--- src/rtl/rv_run_ctrl.sv ---
// Run controller: host preloads IMEM/DMEM while the core is held in reset, then runs it
// under a done/timeout watch. BRAM ports are muxed by registered state: host when halted, core when running.
module rv_run_ctrl #(
  parameter int RST_HOLD       = 4,
  parameter int TIMEOUT_CYCLES = 1000000,
  parameter int CNT_W          = 32
) (
  input  logic             clk,
  input  logic             rst_n,
  input  logic             start,
  input  logic             abort,
  input  logic             host_wr_valid,
  output logic             host_wr_ready,
  input  logic             host_wr_sel,
  input  logic [31:0]      host_wr_addr,
  input  logic [31:0]      host_wr_data,
  output logic             core_rst_n,
  input  logic [31:0]      core_imem_addr,
  input  logic             core_imem_en,
  input  logic [31:0]      core_dmem_addr,
  input  logic             core_dmem_en,
  input  logic [3:0]       core_dmem_we,
  input  logic [31:0]      core_dmem_din,
  input  logic             core_done,
  output logic [31:0]      imem_addr,
  output logic             imem_en,
  output logic [3:0]       imem_we,
  output logic [31:0]      imem_din,
  output logic [31:0]      dmem_addr,
  output logic             dmem_en,
  output logic [3:0]       dmem_we,
  output logic [31:0]      dmem_din,
  output logic             busy,
  output logic             done,
  output logic             timeout,
  output logic [CNT_W-1:0] cycle_count
);

  localparam int HW = (RST_HOLD < 2) ? 1 : $clog2(RST_HOLD + 1);
  localparam logic [HW-1:0]    HOLD_INIT = HW'(RST_HOLD);
  localparam logic [CNT_W-1:0] TO_LAST   = CNT_W'(TIMEOUT_CYCLES - 1);
  localparam logic [CNT_W-1:0] CNT_MAX   = {CNT_W{1'b1}};

  typedef enum logic [2:0] {
    S_IDLE, S_RESET_CORE, S_RUN, S_DONE, S_TIMEOUT
  } state_e;

  state_e           state_q, state_d;
  logic [HW-1:0]    hold_q, hold_d;
  logic [CNT_W-1:0] cnt_q, cnt_d;
  logic             core_rst_n_q, busy_q, done_q, timeout_q;

  always_comb begin
    state_d = state_q;
    hold_d  = hold_q;
    cnt_d   = cnt_q;
    if (abort) begin
      state_d = S_IDLE;
    end else begin
      case (state_q)
        S_IDLE, S_DONE, S_TIMEOUT: begin
          if (start) begin
            state_d = S_RESET_CORE;
            cnt_d   = '0;
            hold_d  = HOLD_INIT;
          end
        end
        S_RESET_CORE: begin
          if (hold_q != '0) hold_d = hold_q - HW'(1);
          if (hold_q <= HW'(1)) state_d = S_RUN;
        end
        S_RUN: begin
          if (cnt_q != CNT_MAX) cnt_d = cnt_q + CNT_W'(1);
          // done has priority; the sampling cycle is already counted above
          if (core_done) begin
            state_d = S_DONE;
          end else if (TIMEOUT_CYCLES != 0 && cnt_q == TO_LAST) begin
            state_d = S_TIMEOUT;
          end
        end
        default: state_d = S_IDLE;
      endcase
    end
  end

  always_ff @(posedge clk or negedge rst_n) begin
    if (!rst_n) begin
      state_q      <= S_IDLE;
      hold_q       <= '0;
      cnt_q        <= '0;
      core_rst_n_q <= 1'b0;
      busy_q       <= 1'b0;
      done_q       <= 1'b0;
      timeout_q    <= 1'b0;
    end else begin
      state_q      <= state_d;
      hold_q       <= hold_d;
      cnt_q        <= cnt_d;
      core_rst_n_q <= (state_d == S_RUN);
      busy_q       <= (state_d == S_RESET_CORE) || (state_d == S_RUN);
      done_q       <= (state_d == S_DONE);
      timeout_q    <= (state_d == S_TIMEOUT);
    end
  end

  assign core_rst_n  = core_rst_n_q;
  assign busy        = busy_q;
  assign done        = done_q;
  assign timeout     = timeout_q;
  assign cycle_count = cnt_q;

  logic core_own;
  logic host_wr;
  assign core_own      = (state_q == S_RESET_CORE) || (state_q == S_RUN);
  assign host_wr_ready = ~core_own;
  assign host_wr       = host_wr_valid & host_wr_ready;

  always_comb begin
    imem_addr = host_wr_addr;
    imem_en   = 1'b0;
    imem_we   = 4'b0000;
    imem_din  = host_wr_data;
    dmem_addr = host_wr_addr;
    dmem_en   = 1'b0;
    dmem_we   = 4'b0000;
    dmem_din  = host_wr_data;
    if (core_own) begin
      imem_addr = core_imem_addr;
      imem_en   = core_imem_en;
      imem_din  = 32'h0;
      dmem_addr = core_dmem_addr;
      dmem_en   = core_dmem_en;
      dmem_we   = core_dmem_we;
      dmem_din  = core_dmem_din;
    end else if (host_wr) begin
      if (host_wr_sel) begin
        dmem_en = 1'b1;
        dmem_we = 4'b1111;
      end else begin
        imem_en = 1'b1;
        imem_we = 4'b1111;
      end
    end
  end

endmodule

--- config.mk ---
export PLATFORM = sky130hd
export DESIGN_NAME = rv_run_ctrl
export DESIGN_NICKNAME = d
export VERILOG_FILES = /design/src/rtl/rv_run_ctrl.sv
export SDC_FILE = /design/constraint.sdc
export NUM_CORES = 1
export LEC_CHECK = 0
export ABC_AREA = 1
export ABC_CLOCK_PERIOD_IN_PS = 3340
export CAP_MARGIN = 15
export CELL_PAD_IN_SITES_DETAIL_PLACEMENT = 1
export CELL_PAD_IN_SITES_GLOBAL_PLACEMENT = 1
export CORE_MARGIN = 4
export CORE_UTILIZATION = 22
export CTS_BUF_LIST = sky130_fd_sc_hd__clkbuf_2
export DETAILED_ROUTE_END_ITERATION = 10
export PLACE_DENSITY = 0.95
export SLEW_MARGIN = 5
export SYNTH_ARGS = -nofsm -noshare
export SYNTH_HDL_FRONTEND = slang
export SYNTH_SLANG_ARGS = --single-unit
--- constraint.sdc ---
create_clock -name clk -period 3.34 [get_ports clk]
set_clock_uncertainty 0.1 [all_clocks]
set_input_delay 0.501 -clock clk [delete_from_list [all_inputs] [get_ports clk]]
set_output_delay 0.501 -clock clk [all_outputs]
set_load 0.005 [all_outputs]
==> results of run 1 <==
## path summary, 6_finish.rpt
path                                      start               to  slack [ns]  cells past startpoint
worst max-delay path                 state_q[1]      dmem_din[1]        0.14                      8
worst min-delay path                      rst_n  cycle_count[14]        0.05                      1
worst max register to register   cycle_count[0]   cycle_count[1]        0.74                     12
worst min register to register  cycle_count[12]  cycle_count[12]        0.46                      2
max in group asynchronous                 rst_n       state_q[1]        2.42                      1
min in group clk                cycle_count[12]  cycle_count[12]        0.46                      2
## Yosys cell counts, types with 2 or more instances
cell type  instances  share of area (%)
nand2_1          367                 33
nand3_1           33                3.9
buf_1              3               0.27
a21oi_1            3               0.36
nand2_2            3               0.45
buf_2             16                1.9
ha_1               4                1.2
o21ai_1            4               0.48
nor2_1            98                8.8
nor2_2             2               0.30
nor3_1            12                1.4
clkbuf_1           5               0.45
buf_6              4                1.1
nor2_4             3               0.81
nand4_1            8                1.2
dfrtp_1           42                 25
buf_4              5               0.90
inv_2              3               0.27
inv_1             80                7.2
o21ai_0           54                6.5
xor2_1            13                2.7
## through the flow
step                util (%)  hold WS [ns]  cells  instance area, um^2
floorplan                  -         0.105    771                 4180
global placement        42.1         0.403   1332                 7870
detailed placement      42.1         0.406   1332                 7870
CTS                     42.8        0.0850   1341                 8010
global route            43.5         0.107   1350                 8140
finish                  43.5        0.0472   1350                 8140
## power by group
group	switching [mW]	total, mW	leakage [nW]	internal, mW
clock network	0.191	0.393	0.0532	0.203
logic	1.74	3.74	2.97	2.01
registers	0.0466	0.597	0.576	0.550
## sequential cells by signal (all words and copies together), names as in the netlist
signal       cells
busy             1
core_rst_n       1
cycle_count     32
done             1
hold_q           3
state_q          3
timeout          1
## cells by family (layout without fill, tap and decap cells)
kind of cell               count (synthesis)  in the layout  synth area share, %
and+or+nand+nor                          529            529                 50.5
buffers and inverters                    116            458                 12.1
AOI/OAI and AO/OA                         66             66                 8.19
DFF                                       42             42                 25.1
xor gates and xnor gates                  14             14                 2.93
adders and majority gates                  4              4                 1.20
other                                      0              3                    0
## area by class of cell
class,count,share of cell area (%)
Timing Repair Buffer,367,45.6
Multi-Input combinational cell,613,32.7
Sequential cell,42,12.9
Inverter,83,3.92
Tap cell,234,3.60
Clock inverter,3,0.845
Clock buffer,5,0.307
Antenna cell,3,0.0922
## worst max-delay path, delay by kind of cell (launching register included)
kind / cells / cell delay [ns]
AOI/OAI and AO/OA: 1 / 0.23
and+or+nand+nor: 3 / 0.28
buffers and inverters: 4 / 1.12
DFF: 1 / 0.52
## what timing repair did
item / 4_1_cts / 5_1_grt
endpoints found under the setup margin: 69 / 91
resized for setup: 4 / 18
cloned: 1 / 1
pin swaps: 0 / 1
setup buffers: 0 / 5
## metal layers
metal | vias to the layer above | wire [um] | global-route usage [%]
met5 | - | 0 | 0
met4 | 0 | 860 | 7.69
met3 | 38 | 1310 | 3.30
met2 | 212 | 13300 | 42.1
met1 | 2989 | 10300 | 27.7
li1 | 3035 | - | -
==> flow_summary_export.csv, run 1 <==
group,metric,value,unit
sta,setup_tns,0,ns
synthesis,synth_edf_count,0,
sta,rsz0062_at_grt,"no",
detailed_routing,avgViaCountPerCell,4.65,
outcome,status,"finished, final reports clean",
sta,relSlewSlack,34.4,%
layout,regArea,0.00105,mm^2
placed_design,gp_congestion,0.905,
layout,syn_to_final_growth,94.6,%
critical_path,start_kind,"flop",
layout,fillerInstances,2413,
grt,grt_pass1_vias,6425,
floorplanning,initial_core_util,22.4,%
placed_design,dp_slack,0.394,ns
detailed_routing,wl,25700,um
grt,grt_usage,23.1,%
synthesis,synth_warnings,0,
clocking,cts_buffer_depth,2,
grt,grt_pass1_wl,38800,um
sta,fmax,313,MHz
sta,fin_crit,3.20,ns
synthesis,syn-cell-area,0.00418,mm^2
sta,slew_viol_final,0,
critical_path,worst-endpoint-required,2.74,ns
synthesis,synth.distinct_cells,30,
detailed_routing,route.detailed.drc,0,
critical_path,slowest_delay,0.57,ns
sta,fin_crit_sh,95.7,%
sta,setup_viol_count_final,0,
critical_path,cp.arrival,2.60,ns
grt,grt_max_degree,43,
floorplanning,dieArea,0.0213,mm^2
clocking,cts_tree,"done",
floorplanning,coreArea,0.0187,mm^2
flow_run,maxCapViolCount,0,
sta,worst_slack,0.144,ns
sta,tightest_slew,0.985,ns
critical_path,crit_fanout,30,
synthesis,async_flop_share,100,%
clocking,clkTransAtPathRegs,0.24,ns
clocking,cts_buffers,5,
floorplanning,die_height,146,um
critical_path,crit_type,"reg -> out",
placed_design,hpwl,21900,um
detailed_routing,wire_per_inst,19.1,um
critical_path,worstPathCellList,"nand2_2 -> nor2_2 -> inv_1 -> nand2_4 -> buf_12 -> bufbuf_16 -> o21ai_0 -> clkdlybuf4s50_1",
critical_path,cp-end-kind,"primary output",
critical_path,slowest_stage,"clkdlybuf4s50_1",
power,power.total,4.73,mW
detailed_routing,drt_pass1_iterations,5,
power,vdd_drop_max,369,uV
layout,drive_gt1_share,4.67,%
clocking,ctsHtreeMaxLevel,2,
power,power.density,581,mW/mm^2
clocking,root_buffer,"clkbuf_2",
grt,antenna_found_initial,3,
placed_design,io_buffers,347,
clocking,clock-sinks,42,
min_path,hold_class,"in -> async",
synthesis,synth_nets,948,
detailed_routing,vias,6274,
layout,nets,1289,
grt,grt-ovfl-total,0,
power,leakage,3.60,nW
layout,final_common_cell,"nand2_1",
clocking,hold_buffers,0,
floorplanning,std_cell_rows,50,
floorplanning,ios,348,
floorplanning,fp.dieW,146,um
detailed_routing,drt_iter0_drc,263,
synthesis,synth_ff_type,"dfrtp_1",
layout,final_cell_mix,"nand2_1 (366), clkdlybuf4s50_1 (346), nor2_1 (95)",
detailed_routing,ant_nets,0,
synthesis,synth_seq_area_share,25.1,%
synthesis,syn_avg_cell_area,5.43,um^2
synthesis,yosys_register_bits,42,
sta,hold_violations,0,
layout,multi_input_area,0.00267,mm^2
clocking,clk_latency,0.45,ns
synthesis,synth_cells,771,
Power figures use the tool's default switching activity.
==> run 2: changes to the inputs <==
--- a/config.mk
+++ b/config.mk
@@ -16,4 +16,5 @@
 export DETAILED_ROUTE_END_ITERATION = 10
 export PLACE_DENSITY = 0.95
+export SKIP_CTS_REPAIR_TIMING = 1
 export SLEW_MARGIN = 5
 export SYNTH_ARGS = -nofsm -noshare
==> constraint.sdc (replaced) <==
create_clock -name clk -period 3.34 [get_ports clk]
set_clock_uncertainty 0.1 [all_clocks]
set_input_delay 1.002 -clock clk [delete_from_list [all_inputs] [get_ports clk]]
set_output_delay 1.002 -clock clk [all_outputs]
set_load 0.005 [all_outputs]
==> flow_summary_export.csv, run 2 (synthesized netlist as in run 1, its figures left out) <==
group,metric,value,unit
layout,syn_to_final_growth,111,%
sta,relSlewSlack,33.9,%
layout,nets,1323,
critical_path,path_buf_inv,3,
outcome,violations,"negative setup slack",
layout,final_common_cell,"nand2_1",
floorplanning,dieArea,0.0213,mm^2
sta,tightest_slew,0.992,ns
layout,largest_register_ffs,32,
detailed_routing,avgViaCountPerCell,4.66,
sta,fin_crit_sh,104,%
sta,fmax,289,MHz
detailed_routing,route.detailed.drc,0,
power,power.total,5.00,mW
critical_path,crit_fanout,4,
sta,holdWs,0.468,ns
critical_path,cp.arrival,2.36,ns
detailed_routing,wire_per_inst,20.1,um
flow_run,maxCapViolCount,0,
min_path,hold_class,"reg -> reg",
grt,grt-ovfl-total,0,
critical_path,slowest_stage,"clkdlybuf4s50_1",
floorplanning,ios,348,
clocking,clkTransAtPathRegs,0.20,ns
critical_path,cp_common_cell,"clkdlybuf4s50_1",
sta,fin_crit,3.46,ns
critical_path,rrSetupSlack,0.73,ns
critical_path,cpLargestDelayFamily,"buffers and inverters",
layout,fillerInstances,2393,
placed_design,hpwl,21800,um
layout,drive_gt1_share,8.46,%
grt,antenna_found_initial,4,
critical_path,slowest_delay,0.52,ns
floorplanning,die_height,146,um
placed_design,dp_slack,-0.470,ns
critical_path,cp-end-kind,"primary output",
clocking,cts_buffers,5,
sta,slew_viol_final,0,
critical_path,start_kind,"input pin",
grt,grt_usage,22.2,%
outcome,status,"complete, but fails checks",
sta,setup_tns,-0.871,ns
placed_design,dpl.cell_count,1344,
sta,rsz0062_at_grt,"yes",
sta,worst_slack,-0.121,ns
clocking,cts_tree,"done",
clocking,clock-sinks,42,
sta,setup_viol_count_final,8,
power,leakage,5.16,nW
critical_path,worstPathCellList,"clkdlybuf4s50_1 -> nor2_2 -> buf_6 -> clkdlybuf4s50_1",
grt,grt_pass1_wl,37300,um
clocking,ctsHtreeMaxLevel,2,
critical_path,worst-endpoint-required,2.24,ns
floorplanning,coreArea,0.0187,mm^2
critical_path,crit_type,"in -> out",
sta,hold_violations,0,
floorplanning,std_cell_rows,50,
placed_design,gp_congestion,0.897,
placed_design,io_buffers,347,
clocking,cts_buffer_depth,2,
grt,grt_pass1_vias,6273,
clocking,clk_latency,0.44,ns
layout,final_cell_mix,"nand2_1 (362), clkdlybuf4s50_1 (215), dlymetal6s2s_1 (128)",
power,vdd_drop_max,343,uV
floorplanning,fp.dieW,146,um
detailed_routing,drt_iter0_drc,201,
detailed_routing,drt_pass1_iterations,5,
detailed_routing,vias,6446,
power,power.density,567,mW/mm^2
clocking,root_buffer,"clkbuf_2",
floorplanning,initial_core_util,22.4,%
layout,stdcell_count,1384,
detailed_routing,wl,27800,um
detailed_routing,ant_nets,0,
grt,grt_max_degree,46,
[run 2: changes by cell type in the layout (fill, tap and decap cells not counted), moves of 3 or more]
cell / previous run / this run
clkdlybuf4s50_1: 346 / 215
nand2_1: 366 / 362
o21ai_0: 54 / 49
o21ai_2: 1 / 4
buf_4: 11 / 32
buf_6: 5 / 10
buf_12: 1 / 6
dlymetal6s2s_1: 0 / 128
clkbuf_16: 1 / 5
inv_4: 0 / 3
nand2_2: 3 / 6
[run 2: through the flow]
stage / area, um^2 / utilization (%)
detailed placement: 8000 / 42.7
finish: 8820 / 47.2
global route: 8820 / 47.2
CTS: 8040 / 43.0
floorplan: 4180 / -
global placement: 8000 / 42.7
[run 2: power breakdown]
part | total (mW) | switching, mW | internal [mW] | leakage, nW
Clock | 0.231 | 0.184 | 0.0467 | 0.0211
Sequential | 0.596 | 0.0456 | 0.550 | 0.575
Combinational | 4.17 | 1.96 | 2.22 | 4.56
Total | 5.00 | 2.19 | 2.82 | 5.16
[run 2: path summary, 6_finish.rpt]
kind | endpoint | startpoint | depth (start not counted)
max | imem_we[1] | host_wr_sel | 4
min | hold_q[2] | hold_q[2] | 2
max reg2reg | cycle_count[13] | cycle_count[0] | 12
min reg2reg | hold_q[2] | hold_q[2] | 2
max in group asynchronous | state_q[1] | rst_n | 1
min in group asynchronous | cycle_count[30] | rst_n | 1
[run 2: worst reg2reg max path: cells and delay by family (launching register included)]
family                     cells  cell delay (ns)
DFF                            1             0.52
and+or+nand+nor               10             1.38
buffers and inverters          1             0.24
adders and majority gates      1             0.30
[run 2: layout make-up]
class | instances | area [um^2] | share of cell area, %
antenna | 4 | 10.0 | 0.113
clock buffer | 5 | 25.0 | 0.284
clock inverter | 2 | 15.0 | 0.170
inverter | 83 | 319 | 3.62
multi-input combinational | 614 | 2720 | 30.8
sequential | 42 | 1050 | 11.9
tap | 234 | 293 | 3.32
timing repair buffer | 400 | 4390 | 49.8
[run 2: per-layer routing]
layer  track usage [%]  routed length, um
met1              26.2              10800
met2              41.8              14800
met3              3.33               1350
met4              5.89                780
met5                 0                  0
==> run 3: changes to the inputs <==
- SKIP_CTS_REPAIR_TIMING: 1 -> default
==> flow_summary_export.csv, run 3 (synthesized netlist as in run 1, its figures left out) <==
group,metric,value,unit
sta,fmax,289,MHz
grt,antenna_found_initial,3,
floorplanning,coreArea,0.0187,mm^2
floorplanning,die_height,146,um
critical_path,crit_type,"reg -> out",
detailed_routing,wl,26800,um
placed_design,dpl.cell_count,1344,
sta,tightest_slew,0.981,ns
layout,final_common_cell,"nand2_1",
power,power.density,576,mW/mm^2
placed_design,post_dp_cell_area,0.00800,mm^2
layout,design_area,0.00833,mm^2
detailed_routing,route.detailed.drc,0,
flow_run,maxCapViolCount,0,
critical_path,start_kind,"flop",
sta,holdWs,0.464,ns
detailed_routing,drt_iter0_drc,271,
grt,grt_max_degree,46,
grt,grt_pass1_wl,38700,um
clocking,clkTransAtPathRegs,0.22,ns
power,vdd_drop_max,357,uV
critical_path,crit_fanout,11,
grt,busiest_layer,"met2",
clocking,cts_buffers,5,
placed_design,io_buffers,347,
grt,grtUsageMet1,26.9,%
layout,fillerInstances,2470,
outcome,status,"complete, but fails checks",
placed_design,hpwl,21800,um
grt,grt_usage,23.2,%
layout,syn_to_final_growth,99.1,%
sta,rsz0062_at_grt,"yes",
outcome,violations,"negative setup slack",
clocking,root_buffer,"clkbuf_2",
sta,worst_slack,-0.119,ns
critical_path,cp.arrival,2.36,ns
sta,hold_violations,0,
layout,largest_register_ffs,32,
sta,fin_crit_sh,104,%
detailed_routing,vias,6364,
floorplanning,initial_core_util,22.4,%
layout,final_cell_mix,"nand2_1 (361), clkdlybuf4s50_1 (206), nor2_1 (95)",
grt,grt-ovfl-total,0,
layout,drive_gt1_share,13.6,%
floorplanning,ios,348,
clocking,clock-sinks,42,
sta,relSlewSlack,34.6,%
grt,use_met3,3.15,%
power,leakage,4.17,nW
placed_design,gp_congestion,0.897,
critical_path,cp-end-kind,"primary output",
grt,met2_usage,43.9,%
floorplanning,fp.dieW,146,um
sta,setup_viol_count_final,1,
layout,stdcell_count,1387,
detailed_routing,ant_nets,0,
sta,slew_viol_final,0,
detailed_routing,avgViaCountPerCell,4.59,
floorplanning,dieArea,0.0213,mm^2
detailed_routing,wire_per_inst,19.3,um
clocking,clk_latency,0.44,ns
grt,grt_pass1_vias,6486,
layout,nets,1327,
detailed_routing,drt_pass1_iterations,4,
clocking,cts_buffer_depth,2,
clocking,cts_tree,"done",
clocking,ctsHtreeMaxLevel,2,
sta,fin_crit,3.46,ns
critical_path,worst-endpoint-required,2.24,ns
power,power.total,4.80,mW
clocking,hold_buffers,0,
sta,setup_tns,-0.119,ns
floorplanning,std_cell_rows,50,
min_path,hold_class,"reg -> reg",
[run 3: cell count changes in the layout (fill, tap and decap cells not counted), moves of 4 or more]
cell,delta
o21ai_0,-4
buf_2,+9
dlymetal6s2s_1,-110
buf_8,+5
clkdlybuf4s15_1,+15
clkdlybuf4s50_1,-9
dlygate4sd2_1,+52
clkbuf_2,+43
[run 3: path summary, 6_finish.rpt]
check	startpoint	end	slack [ns]	depth (start not counted)
max in group asynchronous	rst_n	state_q[1]	1.89	1
min	hold_q[1]	hold_q[1]	0.46	2
max reg2reg	cycle_count[0]	cycle_count[0]	0.73	12
min in group asynchronous	rst_n	cycle_count[30]	0.58	1
min reg2reg	hold_q[1]	hold_q[1]	0.46	2
max	state_q[0]	dmem_addr[16]	-0.12	10
[run 3: final cells by class]
class	instances	area (um^2)	area share, %
Antenna cell	3	7.51	0.0901
Clock buffer	5	25.0	0.300
Clock inverter	2	15.0	0.180
Inverter	83	322	3.86
Multi-Input combinational cell	613	2720	32.6
Sequential cell	42	1050	12.6
Tap cell	234	293	3.51
Timing Repair Buffer	405	3900	46.8
[run 3: per-stage QoR]
| stage | setup slack [ns] | util, % |
|---|---|---|
| 2_1_floorplan | 0.800 | - |
| 3_3_place_gp | -0.462 | 42.7 |
| 3_5_place_dp | -0.470 | 42.7 |
| 4_1_cts | -0.221 | 43.9 |
| 5_1_grt | -0.255 | 44.5 |
| 6_report | -0.119 | 44.5 |
[run 3: metal layers]
| layer | share of wire (%) | vias up |
|---|---|---|
| met2 | 54 | 194 |
| met3 | 4.8 | 35 |
| li1 | - | 3112 |
| met5 | 0 | - |
| met4 | 2.4 | 0 |
| met1 | 39 | 3023 |
[run 3: repair_timing]
| action | 4_1_cts | 5_1_grt |
|---|---|---|
| pin swaps | 2 | 9 |
| hold endpoints to repair | 0 | 0 |
| endpoints found under the setup margin | 139 | 77 |
| setup buffers | 14 | 14 |
| gates resized for setup | 173 | 173 |
| gates cloned | 3 | 4 |
[run 3: power by group]
group,total (mW),internal [mW],switching [mW]
clock,0.230,0.0467,0.183
combinational,3.98,2.01,1.96
sequential,0.595,0.550,0.0449
total,4.80,2.61,2.19
[run 3: worst max-delay path, stage by stage (launching register included)]
cell             delay [ns]
dfrtp_1                0.45
inv_2                  0.13
nand2_4                0.08
nor2_4                 0.12
inv_4                  0.06
nand2_8                0.13
buf_4                  0.16
buf_16                 0.13
nand2_1                0.06
nand2_1                0.09
clkdlybuf4s50_1        0.51
